<file path="src/rtl/jtkunio_colmix.sv">
// jtkunio_colmix: scroll/object priority, 128x12 palette lookup and blank-aligned RGB output
module jtkunio_colmix #(
    parameter int BLANK_DLY  = 2,
    parameter     SIMFILE_LO = "pal_lo.bin",
    parameter     SIMFILE_HI = "pal_hi.bin"
) (
    input  logic       clk,
    input  logic       rst,
    input  logic       pxl_cen,
    input  logic       preLHBL,
    input  logic       preLVBL,
    input  logic [5:0] scr_pxl,
    input  logic [5:0] obj_pxl,
    input  logic [7:0] cpu_addr,
    input  logic       pal_cs,
    input  logic       cpu_wrn,
    input  logic [7:0] cpu_dout,
    output logic [7:0] cpu_din,
    output logic [3:0] red,
    output logic [3:0] green,
    output logic [3:0] blue,
    output logic       LHBL,
    output logic       LVBL,
    input  logic [1:0] gfx_en
);
    logic [7:0]           r_pal_lo [0:127];
    logic [7:0]           r_pal_hi [0:127];
    logic [6:0]           r_idx;
    logic                 r_black_n;
    logic                 r_rd;
    logic [11:0]          r_scan;
    logic [11:0]          r_rgb;
    logic [7:0]           r_cpu_din;
    logic [BLANK_DLY-1:0] r_hb;
    logic [BLANK_DLY-1:0] r_vb;
    logic                 w_obj_vis;
    logic                 w_show;
    logic [6:0]           w_cpu_a;

    // Preload file names are only meaningful to simulation loaders outside this RTL
    if ($bits(SIMFILE_LO) == 0 || $bits(SIMFILE_HI) == 0) begin : g_nofile
    end

    assign w_obj_vis = gfx_en[1] & (obj_pxl[2:0] != 3'd0);
    assign w_show    = r_hb[0] & r_vb[0] & r_black_n;
    assign w_cpu_a   = cpu_addr[6:0];
    assign cpu_din   = r_cpu_din;
    assign {red, green, blue} = r_rgb;
    assign LHBL      = r_hb[BLANK_DLY-1];
    assign LVBL      = r_vb[BLANK_DLY-1];

    // Stage 1: priority resolve into a palette index, and blanking delay line
    always_ff @(posedge clk or posedge rst) begin
        if (rst) begin
            r_idx     <= 7'h00;
            r_black_n <= 1'b0;
            r_hb      <= '0;
            r_vb      <= '0;
        end else if (pxl_cen) begin
            r_idx     <= w_obj_vis ? {1'b1, obj_pxl} : gfx_en[0] ? {1'b0, scr_pxl} : 7'h00;
            r_black_n <= w_obj_vis | gfx_en[0];
            r_hb      <= {r_hb[BLANK_DLY-2:0], preLHBL};
            r_vb      <= {r_vb[BLANK_DLY-2:0], preLVBL};
        end
    end

    // CPU port: byte writes and registered byte read-back (old data on same-clk write)
    always_ff @(posedge clk) begin
        if (pal_cs && !cpu_wrn) begin
            if (cpu_addr[7]) r_pal_hi[w_cpu_a] <= cpu_dout;
            else             r_pal_lo[w_cpu_a] <= cpu_dout;
        end
        r_cpu_din <= cpu_addr[7] ? r_pal_hi[w_cpu_a] : r_pal_lo[w_cpu_a];
    end

    // Stage 2: scan port read once, on the clk right after idx loads, so a colliding write yields old data
    always_ff @(posedge clk or posedge rst) begin
        if (rst) begin
            r_rd   <= 1'b0;
            r_scan <= 12'h000;
        end else begin
            r_rd <= pxl_cen;
            if (r_rd) r_scan <= {r_pal_lo[r_idx], r_pal_hi[r_idx][3:0]};
        end
    end

    // Stage 3: gated colour output, blanking checked for the same pixel
    always_ff @(posedge clk or posedge rst) begin
        if (rst)          r_rgb <= 12'h000;
        else if (pxl_cen) r_rgb <= w_show ? r_scan : 12'h000;
    end
endmodule

</file>
<file path="config.mk">
export PLATFORM = sky130hd
export DESIGN_NAME = jtkunio_colmix
export DESIGN_NICKNAME = d
export VERILOG_FILES = /design/src/rtl/jtkunio_colmix.sv
export SDC_FILE = /design/constraint.sdc
export NUM_CORES = 2
export LEC_CHECK = 0
export CAP_MARGIN = 10
export CORE_MARGIN = 4
export CORE_UTILIZATION = 30
export DETAILED_ROUTE_END_ITERATION = 6
export GPL_ROUTABILITY_DRIVEN = 1
export PLACE_DENSITY_LB_ADDON = 0.15
export RECOVER_POWER = 100
export SYNTH_ARGS = -nofsm -noshare
export SYNTH_HDL_FRONTEND = slang
export SYNTH_SLANG_ARGS = --single-unit
</file>
<file path="constraint.sdc">
create_clock -name clk -period 2.29 [get_ports clk]
set_input_delay 0.3435 -clock clk [delete_from_list [all_inputs] [get_ports clk]]
set_output_delay 0.3435 -clock clk [all_outputs]
set_load 0.02 [all_outputs]
</file>
==> run_results.csv <==
group,metric,value,unit
synthesis,synth-edff-count,2048,
synthesis,yosys.cell_count.top_type,"sky130_fd_sc_hd__edfxtp_1",
clock_network,clk_pin_slew_worst_paths,0.06,ns
clock_network,clock-root-buffer,"sky130_fd_sc_hd__clkbuf_16",
finish,fill_cell_instance_count_of_the_final_layout,28000,
synthesis,postSynthCellCount,5448,
finish,areaGrowthSynthToFinish,33.6,%
route,met2_wl,200,mm
synthesis,syn_avg_cell_area,16.9,µm²
job,timing.max_cap.violations,6,
grt,grt_util_all_layers,0.267,
route,drt_pass1_iterations,6,
synthesis,synthDominantCellAreaShare,0.668,
sta,final.setup.worst_slack,-0.629,ns
power,report.power.total,0.0939,W
placement,place.port_buffers,58,
synthesis,synth_cell_types,73,
synthesis,synth_ff_type,"sky130_fd_sc_hd__edfxtp_1",
route,route.vias.total,65300,
sta,layout_worst_path_cycle_share,1.27,
clock_network,clock-sinks,2093,
setup_path,cp_data_required_time,3.09,ns
synthesis,synthesized_net_count,5485,
sta,fin_worst_skew,0.0650,ns
finish,final_core_util,0.402,
grt,grt_antenna_before_repair,30,
grt,first_global_vias,64900,
worst_hold_path,hold_class,"input pin to flop",
synthesis,async_flop_share,0.0177,
outcome,violations,"max-capacitance violations, max-slew violations, negative setup slack",
route,routedLengthMet1,175,mm
clock_network,clk-insertion-delay-late,0.95,ns
finish,postLayoutCellArea,0.123,mm²
synthesis,synth.yosys.warnings,0,
floorplan,row_count,203,
route,avgRoutedWirePerCell,38.5,µm
route,postRouteAntennaNets,0,
floorplan,placeableCoreArea,0.306,mm²
finish,final_nets,6987,
setup_path,path_class,"flop to flop",
synthesis,synth_seq_area_share,0.680,
setup_path,end_kind,"flop",
finish,final_layout_size_suffix_gt1_frac,0.422,
setup_path,cp-start-kind,"flop",
clock_network,cts_made_buffers,241,
sta,worst_pin_slew,2.11,ns
sta,rsz0062_at_grt,"yes",
floorplan,initial_utilization,0.301,
floorplan,die_y,562,µm
clock_network,clock_tree.buffer_depth,4,
route,wirelength,434,mm
placement,pre_cts_slack,-2.02,ns
power,ir_worst_vdd,0.628,mV
sta,finalSetupViolations,2059,
floorplan,die_area,0.316,mm²
placement,place_area,0.115,mm²
floorplan,floorplan_die_width,562,µm
route,highest_metal_layer_with_signal_wires,"met5",
finish,final_cell_count_no_fill,11300,
sta,period_minus_slack,2.92,ns
grt,grt_first_pass_wirelength,582,mm
route,drt-initial-drc-count,8753,
placement,placedCellCount,10800,
clock_network,htreeDepth,4,
power,powerDensity,764,mW/mm²
route,route.met3.wl,37.2,mm
setup_path,worst-path-max-fanout,7,
setup_path,timing.critical_path.arrival,3.72,ns
route,vias_per_inst,5.80,
placement,globalplace.congestion,0.939,
synthesis,yosys.area.top_type,"sky130_fd_sc_hd__edfxtp_1",
grt,grt-ovfl-total,0,
floorplan,num_io_pins,59,
placement,sum_of_net_half_perimeters_after_detailed_placement,319,mm
route,drc,0,
sta,fmaxAchievable,343,MHz
synthesis,syn_area,0.0920,mm²
outcome,outcome,"finished with violations",
grt,grt_start_max_net_pins,113,
synthesis,postSynthRegisterBits,2093,
power,total_leakage_power,41.1,nW
sta,slew_headroom,-0.410,
sta,timing.final.max_slew_violations,437,
synthesis,synth.cells.most_frequent,"2048 x sky130_fd_sc_hd__edfxtp_1, 460 x sky130_fd_sc_hd__mux4_2, 387 x sky130_fd_sc_hd__nor2_1",
sta,finalHoldViolations,0,
clock_network,cts_tree,"yes",
synthesis,synth.area.top_cells,"sky130_fd_sc_hd__edfxtp_1 67%, sky130_fd_sc_hd__mux4_2 11%, sky130_fd_sc_hd__a22oi_1 3.1%",
## worst paths after layout
| kind | start | end | slack [ns] | depth (start not counted) |
|---|---|---|---|---|
| worst max-delay path | r_idx[0]$_DFFE_PP0P_ | r_scan[0]$_DFFE_PP0P_ | -0.63 | 11 |
| worst min-delay path | scr_pxl[2] | r_idx[2]$_DFFE_PP0P_ | 0.06 | 3 |
| worst max register to register | r_idx[0]$_DFFE_PP0P_ | r_scan[0]$_DFFE_PP0P_ | -0.63 | 11 |
| worst min register to register | r_vb[1]$_DFFE_PP0P_ | r_vb[1]$_DFFE_PP0P_ | 0.51 | 1 |
| max in group asynchronous | rst | r_idx[2]$_DFFE_PP0P_ | 0.50 | 4 |
| min in group asynchronous | rst | r_rgb[8]$_DFFE_PP0P_ | 0.56 | 3 |
## cells by family (layout without fill, tap and decap cells)
kind of cell           Yosys count  after routing  share of synthesized area
AND/OR/NAND/NOR                701            701                     0.0333
flip-flops                    2093           2093                      0.680
AO/OA/AOI/OAI                 1324           1324                      0.105
buffers and inverters          476           2180                     0.0245
other                            0             14                          0
multiplexers                   854            854                      0.158
## stage by stage
step	TNS (ns)	hold slack (ns)
floorplan	-33.30	0.375
global placement	-772.19	0.492
detailed placement	-771.66	0.499
CTS	-7.89	0.00171
global route	-293.66	0.0527
finish	-185.59	0.0556
## power breakdown
part | switching (W) | internal, W | total (W) | leakage (nW)
Combinational | 0.00733 | 0.00510 | 0.0124 | 18.3
Clock | 0.0166 | 0.0223 | 0.0389 | 3.85
Sequential | 0.000294 | 0.0422 | 0.0425 | 18.9
Total | 0.0242 | 0.0697 | 0.0939 | 41.1
## sequential cells by signal, indices dropped and copies added, names as in the netlist
register   count
cpu_din        8
r_black_n      1
r_hb           2
r_idx          7
r_pal_hi    1024
r_pal_lo    1024
r_rd           1
r_rgb         12
r_scan        12
r_vb           2
## repair_timing
action                                 4_1_cts  5_1_grt
endpoints found under the hold margin      196        0
setup buffers                               30       14
pin swaps                                   79       36
resized for setup                          246       45
hold buffers                                13        0
cloned                                       4        0
setup endpoints to repair                   40       20
## worst max-delay path, stage by stage (launching register included)
cell and delay, ns:
sky130_fd_sc_hd__dfrtp_4 0.52, sky130_fd_sc_hd__buf_16 0.18, sky130_fd_sc_hd__buf_12 0.17, sky130_fd_sc_hd__buf_12 0.12
sky130_fd_sc_hd__buf_6 0.11, sky130_fd_sc_hd__mux4_2 0.47, sky130_fd_sc_hd__mux4_2 0.54, sky130_fd_sc_hd__nand2_4 0.10
sky130_fd_sc_hd__a21oi_4 0.09, sky130_fd_sc_hd__nor3_2 0.16, sky130_fd_sc_hd__buf_4 0.19, sky130_fd_sc_hd__a211oi_2 0.05
## layout make-up
cell class | count | area [µm²] | share of cell area
clock buffer | 290 | 6260 | 0.0509
clock inverter | 155 | 1580 | 0.0128
antenna | 14 | 35.0 | 0.000285
inverter | 20 | 82.6 | 0.000671
timing repair buffer | 1715 | 17700 | 0.144
sequential | 2093 | 62600 | 0.509
tap | 4100 | 5130 | 0.0417
multi-input combinational | 2879 | 29600 | 0.241
## cells in the final DEF (no fill, tap or decap), types with 36 or more instances in the layout
master and count:
sky130_fd_sc_hd__clkinv_1 37, sky130_fd_sc_hd__mux2_2 148, sky130_fd_sc_hd__a221o_1 44, sky130_fd_sc_hd__clkinv_2 62, sky130_fd_sc_hd__nor2_4 150, sky130_fd_sc_hd__buf_6 36, sky130_fd_sc_hd__edfxtp_1 2048, sky130_fd_sc_hd__a22o_1 68
sky130_fd_sc_hd__nor2_1 187, sky130_fd_sc_hd__buf_4 1137, sky130_fd_sc_hd__o21ai_0 101, sky130_fd_sc_hd__clkbuf_16 243, sky130_fd_sc_hd__mux4_2 460, sky130_fd_sc_hd__buf_12 357, sky130_fd_sc_hd__clkbuf_2 37, sky130_fd_sc_hd__o211ai_1 49
sky130_fd_sc_hd__nand2_1 114, sky130_fd_sc_hd__mux2i_1 234, sky130_fd_sc_hd__nor2_2 50, sky130_fd_sc_hd__o22ai_1 41, sky130_fd_sc_hd__a21oi_1 184, sky130_fd_sc_hd__clkbuf_1 72, sky130_fd_sc_hd__a31oi_1 45, sky130_fd_sc_hd__a22oi_1 358
sky130_fd_sc_hd__a221oi_1 130
## routing by layer
metal / vias up / global-route usage
met4: 16 / 0.106
li1: 26000 / -
met2: 3625 / 0.426
met1: 34900 / 0.364
met5: - / 0
met3: 718 / 0.0454
(Power assumes the default switching activity.)
